`config.mk`:
```
export PLATFORM = sky130hd
export DESIGN_NAME = show_string_multi_ctrl
export DESIGN_NICKNAME = d
export VERILOG_FILES = /design/src/rtl/show_string_pkg.sv /design/src/rtl/string_char_ram.sv /design/src/rtl/show_string_multi_ctrl.sv
export SDC_FILE = /design/constraint.sdc
export NUM_CORES = 1
export LEC_CHECK = 0
export BUFFER_PORTS_ARGS = -buffer_cell sky130_fd_sc_hd__buf_2
export CAP_MARGIN = 10
export CORE_UTILIZATION = 55
export DETAILED_ROUTE_END_ITERATION = 8
export PLACE_DENSITY = 0.75
export RECOVER_POWER = 50
export SETUP_SLACK_MARGIN = 0.4
export SKIP_CTS_REPAIR_TIMING = 1
export SLEW_MARGIN = 0
export SYNTH_ARGS = -nofsm -noshare
export SYNTH_HDL_FRONTEND = slang
export SYNTH_SLANG_ARGS = --single-unit
```
`constraint.sdc`:
```
create_clock -name sys_clk -period 2.35 [get_ports sys_clk]
set_input_delay 0.3525 -clock sys_clk [delete_from_list [all_inputs] [get_ports sys_clk]]
set_output_delay 0.3525 -clock sys_clk [all_outputs]
set_load 0.01 [all_outputs]
```
`src/rtl/show_string_pkg.sv`:
```
// Shared font geometry, blank glyph code and controller state encoding
// for the multi-line string drawing controller.
package show_string_pkg;

    localparam int CHAR_W16 = 8;
    localparam int CHAR_H16 = 16;
    localparam int CHAR_W12 = 6;
    localparam int CHAR_H12 = 12;

    localparam logic [6:0] GLYPH_BLANK = 7'd0;

    typedef enum logic [2:0] {
        ST_IDLE,
        ST_RD,
        ST_ISSUE,
        ST_WAIT,
        ST_FIN
    } state_t;

endpackage

```
`src/rtl/string_char_ram.sv`:
```
// Simple dual-port glyph buffer: one write port, one registered read port.
// A read of the address being written in the same cycle returns the old data.
module string_char_ram #(
    parameter int DEPTH = 32,
    parameter int AW    = $clog2(DEPTH)
) (
    input  logic          clk,
    input  logic          wr_en,
    input  logic [AW-1:0] wr_addr,
    input  logic [6:0]    wr_data,
    input  logic [AW-1:0] rd_addr,
    output logic [6:0]    rd_data
);

    logic [6:0] mem [DEPTH];

    always_ff @(posedge clk) begin
        if (wr_en) begin
            mem[wr_addr] <= wr_data;
        end
        rd_data <= mem[rd_addr];
    end

endmodule

```
`src/rtl/show_string_multi_ctrl.sv`:
```
// Draws the glyph buffer as a wrapped text block, one char per renderer handshake.
// refresh -> first flag 3 cycles; done -> next flag 3 cycles; frame_done one cycle after last done.
module show_string_multi_ctrl
    import show_string_pkg::*;
#(
    parameter int MAX_CHARS  = 32,
    parameter int LINE_CHARS = 12,
    parameter int FONT16     = 1,
    parameter int ORIGIN_X   = 128,
    parameter int ORIGIN_Y   = 16,
    parameter int COORD_W    = 9
) (
    input  logic                         sys_clk,
    input  logic                         sys_rst,
    input  logic                         init_done,
    input  logic                         show_char_done,
    input  logic                         wr_en,
    input  logic [$clog2(MAX_CHARS)-1:0] wr_addr,
    input  logic [6:0]                   wr_data,
    input  logic [$clog2(MAX_CHARS):0]   str_len,
    input  logic                         refresh,
    output logic                         en_size,
    output logic                         show_char_flag,
    output logic [6:0]                   ascii_num,
    output logic [COORD_W-1:0]           start_x,
    output logic [COORD_W-1:0]           start_y,
    output logic                         busy,
    output logic                         frame_done
);

    localparam int AW = $clog2(MAX_CHARS);
    localparam int LW = AW + 1;
    localparam int CW = $clog2(LINE_CHARS + 1);

    localparam logic [COORD_W-1:0] STEP_X   = COORD_W'(FONT16 != 0 ? CHAR_W16 : CHAR_W12);
    localparam logic [COORD_W-1:0] STEP_Y   = COORD_W'(FONT16 != 0 ? CHAR_H16 : CHAR_H12);
    localparam logic [COORD_W-1:0] X0       = COORD_W'(ORIGIN_X);
    localparam logic [COORD_W-1:0] Y0       = COORD_W'(ORIGIN_Y);
    localparam logic [CW-1:0]      COL_LAST = CW'(LINE_CHARS - 1);
    localparam logic [LW-1:0]      LEN_MAX  = LW'(MAX_CHARS);

    state_t             state;
    state_t             state_nxt;
    logic [LW-1:0]      len;
    logic [LW-1:0]      len_clamped;
    logic [AW-1:0]      idx;
    logic [CW-1:0]      col;
    logic [COORD_W-1:0] x_pos;
    logic [COORD_W-1:0] y_pos;
    logic               pending;
    logic [6:0]         rd_data;
    logic               start_frame;
    logic               last_char;
    logic               char_done;

    string_char_ram #(
        .DEPTH (MAX_CHARS),
        .AW    (AW)
    ) u_ram (
        .clk     (sys_clk),
        .wr_en   (wr_en),
        .wr_addr (wr_addr),
        .wr_data (wr_data),
        .rd_addr (idx),
        .rd_data (rd_data)
    );

    assign en_size     = (FONT16 != 0);
    assign busy        = (state != ST_IDLE);
    assign frame_done  = (state == ST_FIN);
    assign len_clamped = (str_len > LEN_MAX) ? LEN_MAX : str_len;
    assign start_frame = (state == ST_IDLE) && init_done && (refresh || pending);
    assign last_char   = ({1'b0, idx} == len - LW'(1));
    assign char_done   = (state == ST_WAIT) && show_char_done;

    always_comb begin
        state_nxt = state;
        case (state)
            ST_IDLE:  if (start_frame) state_nxt = (len_clamped == '0) ? ST_FIN : ST_RD;
            ST_RD:    state_nxt = ST_ISSUE;
            ST_ISSUE: state_nxt = ST_WAIT;
            ST_WAIT:  if (char_done) state_nxt = last_char ? ST_FIN : ST_RD;
            ST_FIN:   state_nxt = ST_IDLE;
            default:  state_nxt = ST_IDLE;
        endcase
        // Losing the LCD mid-frame abandons the frame silently.
        if (state != ST_IDLE && !init_done) begin
            state_nxt = ST_IDLE;
        end
    end

    always_ff @(posedge sys_clk or posedge sys_rst) begin
        if (sys_rst) begin
            state          <= ST_IDLE;
            len            <= '0;
            idx            <= '0;
            col            <= '0;
            x_pos          <= '0;
            y_pos          <= '0;
            pending        <= 1'b0;
            show_char_flag <= 1'b0;
            ascii_num      <= GLYPH_BLANK;
            start_x        <= '0;
            start_y        <= '0;
        end else begin
            state          <= state_nxt;
            show_char_flag <= (state == ST_ISSUE) && init_done;

            if (!init_done || start_frame) begin
                pending <= 1'b0;
            end else if (busy && refresh) begin
                pending <= 1'b1;
            end

            if (start_frame) begin
                len   <= len_clamped;
                idx   <= '0;
                col   <= '0;
                x_pos <= X0;
                y_pos <= Y0;
            end

            if (state == ST_ISSUE) begin
                ascii_num <= rd_data;
                start_x   <= x_pos;
                start_y   <= y_pos;
            end

            // Position advances by adding the glyph pitch; wrap restarts x and steps y.
            if (char_done && init_done && !last_char) begin
                idx <= idx + AW'(1);
                if (col == COL_LAST) begin
                    col   <= '0;
                    x_pos <= X0;
                    y_pos <= y_pos + STEP_Y;
                end else begin
                    col   <= col + CW'(1);
                    x_pos <= x_pos + STEP_X;
                end
            end
        end
    end

endmodule

```
==> metrics.md, run 1 <==
| Metric | Value |
|---|---|
| Outcome | `finished with violations` |
| Failing checks | `max-capacitance violations, max-slew violations` |
| Ys async rst share | `between 10% and 20%` |
| Pleak | `0.004719 uW` |
| FP Rows | `52` |
| Critical-path cell list | `buf_4, buf_12, mux4_2, mux4_2, mux2_2` |
| Hold Vio Cnt, Final | `0` |
| Pint | `approximately 8800 uW` |
| CTS tree | `built` |
| CTS root buffer | `clkbuf_16` |
| Commonest non-fill, non-tap cell in the layout | `edfxtp_1` |
| Via density per instance | `6.065` |
| Placed Area | `approximately 12000 um^2` |
| Avg Inst Size Synth | `18.75 um^2` |
| First-pass GRT wire length | `around 38000 um` |
| # clock sinks | `between 200 and 300` |
| CTS H-tree lvls | `1` |
| Largest net degree at the start of global routing | `60` |
| Sw frac | `between 20% and 30%` |
| Critical path peak fanout | `5` |
| Initial DRC count | `514` |
| Area grow syn2layout | `16.88%` |
| CP most frequent cell | `mux4_2` |
| Cells after Synth | `~620` |
| Wire length per cell | `24.60 um` |
| Cell Pwr Density | `829.2 nW/um^2` |
| Number of antenna diodes | `0` |
| Final period util | `94.38%` |
| Crit Path Class | `register to register` |
| I/O pin cnt | `53` |
| Share of layout cells above drive strength 1 | `33.42%` |
| CP endpoint kind | `register` |
| Number of synthesized flops with an enable pin | `224` |
| Clock power frac | `about two fifths` |
| WL final | `24970 um` |
| Count of different cell masters after synthesis | `54` |
| Worst hold-check path type | `input pin to register` |
| Post-layout min period | `2218 ps` |
| Worst path max stage delay | `560 ps` |
| Antenna Nets Post-Route | `0` |
| F_max | `450.9 MHz` |
| Starting density of the core | `between 50% and 60%` |
| CTS buffer count | `29` |
| Fin area | `13520 um^2` |
| Reg power frac | `between 50% and 60%` |
| Slew HR | `-1.363%` |
| Clock skew | `11.71 ps` |
| Via count | `~6000` |
| Layout fillers | `1333` |
| DIE AREA | `21610 um^2` |
| First-pass DRT Iterations | `7` |
| TNS Setup | `0 ps` |
| Number of I/O port buffers | `48` |
| GRT Util Overall | `23.63%` |
| Core area | `about 20000 um^2` |
| Ys Warns | `0` |
| VDD IR max | `732.9 uV` |
| Switch Pwr | `2443 uW` |
| Skew-Pair Late Insertion Delay | `540 ps` |
| Worst-Margin Slew | `~1500 ps` |
| FF+latch count, synth | `288` |
| Nets@finish | `752` |
| Clk slew on worst S/H paths | `~60 ps` |
| Unrepaired setup endpoints after global routing | `true` |
| Max_cap viols | `2` |
| DRC viols | `0` |
| Comb power frac | `under 10%` |
| Primary FF master, synth | `edfxtp_1` |
| Final Max Slew Viols | `between 60 and 70` |
| Die height | `about 150 um` |
| Sequential share of the synthesized area | `a little under three quarters` |
| DIE WIDTH | `147.0 um` |
| Max Buffers Root-to-Sink | `3` |
| Routability congestion estimate | `0.7565` |
| Setup violators final | `0` |
| Commonest cells after routing, fill and taps aside | `edfxtp_1, mux4_2, dfrtp_1` |
| Initial antenna violation count | `0` |
| DP HPWL | `15480 um` |
| Crit path arrival time | `2640 ps` |
| WP data required | `2780 ps` |
| Vias in the first global route | `roughly 6200` |
| Critical path startpoint category | `register` |
| Cell Area, Synth | `11570 um^2` |
| Crit path max-delay cell type | `mux4_2` |
| Overflow after GRT | `0` |
-- sequential cells by signal, summed over array words and instances (netlist names) --
signal,cells
u_ram.mem,224
start_y,9
x_pos,6
idx,5
col,4
u_ram.rd_data,7
start_x,6
ascii_num,7
show_char_flag,1
y_pos,9
state,3
len,6
pending,1
-- worst paths after layout --
kind / cells after the start / slack, ps / from / to
max in group asynchronous: 3 / 900 / sys_rst / idx[0]$_DFFE_PP0P_
min in group asynchronous: 3 / 660 / sys_rst / y_pos[6]$_DFF_PP0_
hold / removal: 2 / 50 / show_char_done / state[1]$_DFFE_PP0P_
setup / recovery: 5 / 130 / idx[0]$_DFFE_PP0P_ / u_ram.rd_data[1]$_DFF_P_
setup reg to reg: 5 / 130 / idx[0]$_DFFE_PP0P_ / u_ram.rd_data[1]$_DFF_P_
hold reg to reg: 1 / 490 / y_pos[1]$_DFFE_PP0P_ / y_pos[1]$_DFFE_PP0P_
-- final cells by class --
| type | instances | area [um^2] | area share (%) |
|---|---|---|---|
| clock buffer | 39 | 793.3 | 5.868 |
| clock inverter | 14 | 152.6 | 1.129 |
| inverter | 8 | 30.03 | 0.2221 |
| multi-input combinational | 290 | 3127 | 23.13 |
| sequential | 288 | 8302 | 61.41 |
| tap | 270 | 337.8 | 2.499 |
| timing repair buffer | 106 | 775.7 | 5.739 |
-- logic make-up (layout without fill, tap and decap cells) --
family,count (synthesis),count (layout),synth area share [%]
multiplexers,105,105,17.24
AND/OR/NAND/NOR,128,128,5.528
adder cells (fa/ha/maj),5,5,0.5409
other,2,4,0.06493
XOR/XNOR,8,8,0.6058
AO/OA/AOI/OAI,40,40,2.391
flip-flops,288,288,71.70
buffers and inverters,41,167,1.925
-- synthesized netlist by cell type (all sizes together), types with 6 or more instances --
cell type	count	area share, %
edfxtp	224	58
nand3	12	0.52
nor2	41	1.3
clkbuf	16	0.53
buf	17	1.1
mux2	30	2.9
inv	8	0.26
nand2	25	0.81
mux4	70	14
nand2b	10	0.54
nand3b	6	0.39
and2	7	0.38
dfxtp	7	1.2
dfrtp	57	12
o21ai	14	0.61
-- critical path, delay by kind of cell (launching register included) --
kind | cells | cell delay, ps
DFF | 1 | 460
buffers and inverters | 2 | 290
muxes | 3 | 1360
-- power groups by stage --
| stage | clock (uW) | combinational (uW) | sequential (uW) |
|---|---|---|---|
| floorplan | 0 | 529 | 5830 |
| global placement | 0 | 792 | 5830 |
| detailed placement | 0 | 824 | 5840 |
| CTS | 4610 | 835 | 5730 |
| global route | 4790 | 986 | 5760 |
| finish | 4550 | 917 | 5740 |
-- metal layers --
layer / GRT usage (%) / routed length, um
met5: 0 / 0
met4: 8.196 / 743
met3: 4.317 / 1744
met2: 38.77 / 12500
met1: 32.28 / 9981
-- per-stage QoR --
stage	util (%)	worst slack [ps]	hold slack, ps	total power, uW	std cells
final	66.17	132.0	45.19	11210	1015
after CTS	65.32	93.55	-110.7	11170	1007
after global placement	60.69	153.5	454.0	6623	954
after global routing	66.17	92.60	36.90	11540	1015
after floorplan	-	300.8	438.9	6357	619
after detailed placement	60.69	113.2	451.8	6663	954
No activity file was read; power rests on OpenSTA's default activity.
==> inputs of run 2 (changes only) <==
--- a/config.mk
+++ b/config.mk
@@ -7,9 +7,9 @@
 export LEC_CHECK = 0
 export BUFFER_PORTS_ARGS = -buffer_cell sky130_fd_sc_hd__buf_2
 export CAP_MARGIN = 10
-export CORE_UTILIZATION = 55
+export CORE_UTILIZATION = 25
 export DETAILED_ROUTE_END_ITERATION = 8
-export PLACE_DENSITY = 0.75
+export PLACE_DENSITY_LB_ADDON = 0.15
 export RECOVER_POWER = 50
 export SETUP_SLACK_MARGIN = 0.4
 export SKIP_CTS_REPAIR_TIMING = 1
==> run 2 against run 1 <==
Effect of this change:
- first-iteration DRC count increased by 16%
- worst hold slack improved by 20 ps
- routed wire length increased by 12%
- critical endpoint is now u_ram.rd_data[2]$_DFF_P_
- the flow still finishes with violations (max-capacitance violations, max-slew violations)
- clock skew decreased by 2.1 ps
==> metrics.md, run 2 (same netlist as run 1, synthesis figures left out) <==
| Metric | Value |
|---|---|
| DIE AREA | `47130 um^2 (+120%)` |
| Setup violators final | `0 (unchanged)` |
| Hold_ws | `65.04 ps (+19.85 ps)` |
| Largest net degree at the start of global routing | `33 (-45%)` |
| First-pass DRT Iterations | `4 (-3)` |
| CTS buffer count | `34 (+17%)` |
| CTS tree | `built` |
| Unrepaired setup endpoints after global routing | `true` |
| Worst-Margin Slew | `1600 ps (+79.79 ps)` |
| Crit path arrival time | `2620 ps (-20 ps)` |
| Worst hold-check path type | `input pin to register` |
| Largest register FFs | `224 (unchanged)` |
| Failing checks | `max-capacitance violations, max-slew violations` |
| Area grow syn2layout | `23.03%` |
| Max Buffers Root-to-Sink | `3 (unchanged)` |
| CTS H-tree lvls | `2 (+1)` |
| Layout fillers | `4415 (+230%)` |
| Critical path peak fanout | `11 (+6)` |
| Outcome | `finished with violations` |
| Post-layout min period | `2231 ps (+13.07 ps)` |
| F_max | `448.2 MHz (-0.59%)` |
| Wire length per cell | `20.59 um (-16%)` |
| Biggest register | `u_ram.mem` |
| Pleak | `0.004871 uW (+3.2%)` |
| GRT met1 Usage | `16.96% (-15 points)` |
| Clock skew | `9.593 ps (-2.113 ps)` |
| I/O pin cnt | `53 (unchanged)` |
| Crit Path Class | `register to register` |
| CP endpoint kind | `register` |
| Final period util | `94.94% (+0.56 points)` |
| Skew-Pair Late Insertion Delay | `510 ps (-30 ps)` |
| Initial DRC count | `598 (+16%)` |
| VDD IR max | `555.1 uV (-24%)` |
| WP data required | `2740 ps (-40 ps)` |
| Overflow after GRT | `0 (unchanged)` |
| Antenna Nets Post-Route | `0 (unchanged)` |
| Via density per instance | `4.490 (-26%)` |
| Vias in the first global route | `6320 (+1.2%)` |
| Initial antenna violation count | `1 (+1)` |
| WL final | `28040 um (+12%)` |
| Critical path startpoint category | `register` |
| Cell Pwr Density | `836.4 nW/um^2 (+0.86%)` |
| Commonest cells after routing, fill and taps aside | `edfxtp_1, mux4_2, dfrtp_1` |
| DIE WIDTH | `217.1 um (+48%)` |
| Biggest registers after layout | `u_ram.mem: 224 flops, start_y: 9 flops, y_pos: 9 flops` |
| Met2 track demand over resource | `19.02% (-20 points)` |
| Core area | `45480 um^2 (+120%)` |
| CTS root buffer | `clkbuf_16` |
| Hold Crit Depth | `2 (unchanged)` |
| GRT Util Overall | `12.01% (-12 points)` |
| Global route hottest layer | `met2` |
| Die height | `217.1 um (+48%)` |
| Slew HR | `-6.682% (-5.3 points)` |
| Nets@finish | `766 (+1.9%)` |
| # clock sinks | `288 (unchanged)` |
| FP Rows | `78 (+50%)` |
| Number of I/O port buffers | `48 (unchanged)` |
| DP HPWL | `18170 um (+17%)` |
| Final Max Slew Viols | `165 (+150%)` |
| Clk slew on worst S/H paths | `60 ps (about the same)` |
| Max_cap viols | `6 (+4)` |
| Starting density of the core | `25.43% (-31 points)` |
| Routability congestion estimate | `0.7566 (about the same)` |
| Hold Vio Cnt, Final | `0 (unchanged)` |
| Share of layout cells above drive strength 1 | `35.17% (+1.7 points)` |
| Number of antenna diodes | `0 (unchanged)` |
| First-pass GRT wire length | `41580 um (+10%)` |
| Via count | `6115 (-0.67%)` |
| DRC viols | `0 (unchanged)` |
| Total Power | `11900 uW (+6.2%)` |
| TNS Setup | `0 ps (unchanged)` |
| Commonest non-fill, non-tap cell in the layout | `edfxtp_1` |
| Reg2Reg Depth | `5 (unchanged)` |
| Met3 Use GR | `2.138% (-2.2 points)` |
==> run 2: where the power goes <==
group | switching, uW | internal (uW) | total [uW]
sequential | 105 | 5650 | 5750
combinational | 488 | 425 | 913
clock | 2020 | 3220 | 5240
total | 2610 | 9290 | 11900
==> run 2: cell type report <==
type	count	area [um^2]	share of cell area, %
flip-flops and latches	288	8299	58.32
multi-input cells	291	3196	22.46
clock buffers	44	962.2	6.762
repair buffers	114	833.3	5.856
well taps	600	750.7	5.276
clock inverters	17	158.9	1.117
inverters	8	30.03	0.2110
==> run 2: worst paths after layout <==
check | from | endpoint | slack [ps]
setup / recovery | idx[0]$_DFFE_PP0P_ | u_ram.rd_data[2]$_DFF_P_ | 120
hold / removal | show_char_done | state[1]$_DFFE_PP0P_ | 70
setup reg to reg | idx[0]$_DFFE_PP0P_ | u_ram.rd_data[2]$_DFF_P_ | 120
hold reg to reg | u_ram.rd_data[1]$_DFF_P_ | ascii_num[1]$_DFFE_PP0N_ | 470
max in group asynchronous | sys_rst | idx[0]$_DFFE_PP0P_ | 940
min in group asynchronous | sys_rst | start_y[2]$_DFFE_PP0N_ | 650
==> run 2: worst max-delay path, cell delays in order, from the launching register on <==
cell	delay, ps
dfrtp_4	430
buf_12	140
buf_12	160
mux4_2	560
mux4_2	530
mux2_2	280
==> run 2: through the flow <==
| step | instance area, um^2 | worst slack (ps) | util [%] | instances |
|---|---|---|---|---|
| final | 14230 | 119.0 | 31.29 | 1362 |
| after global routing | 14230 | 75.80 | 31.29 | 1362 |
| after CTS | 14030 | -42.07 | 30.85 | 1351 |
| after detailed placement | 12910 | -26.17 | 28.38 | 1290 |
| after global placement | 12910 | -0.2645 | 28.38 | 1290 |
| after floorplan | 11610 | 300.8 | - | 619 |
==> run 2: per-layer routing <==
metal,up-vias,routed length [um]
li1,2684,-
met1,3226,13390
met2,162,12960
met3,43,1201
met4,0,486
met5,-,0
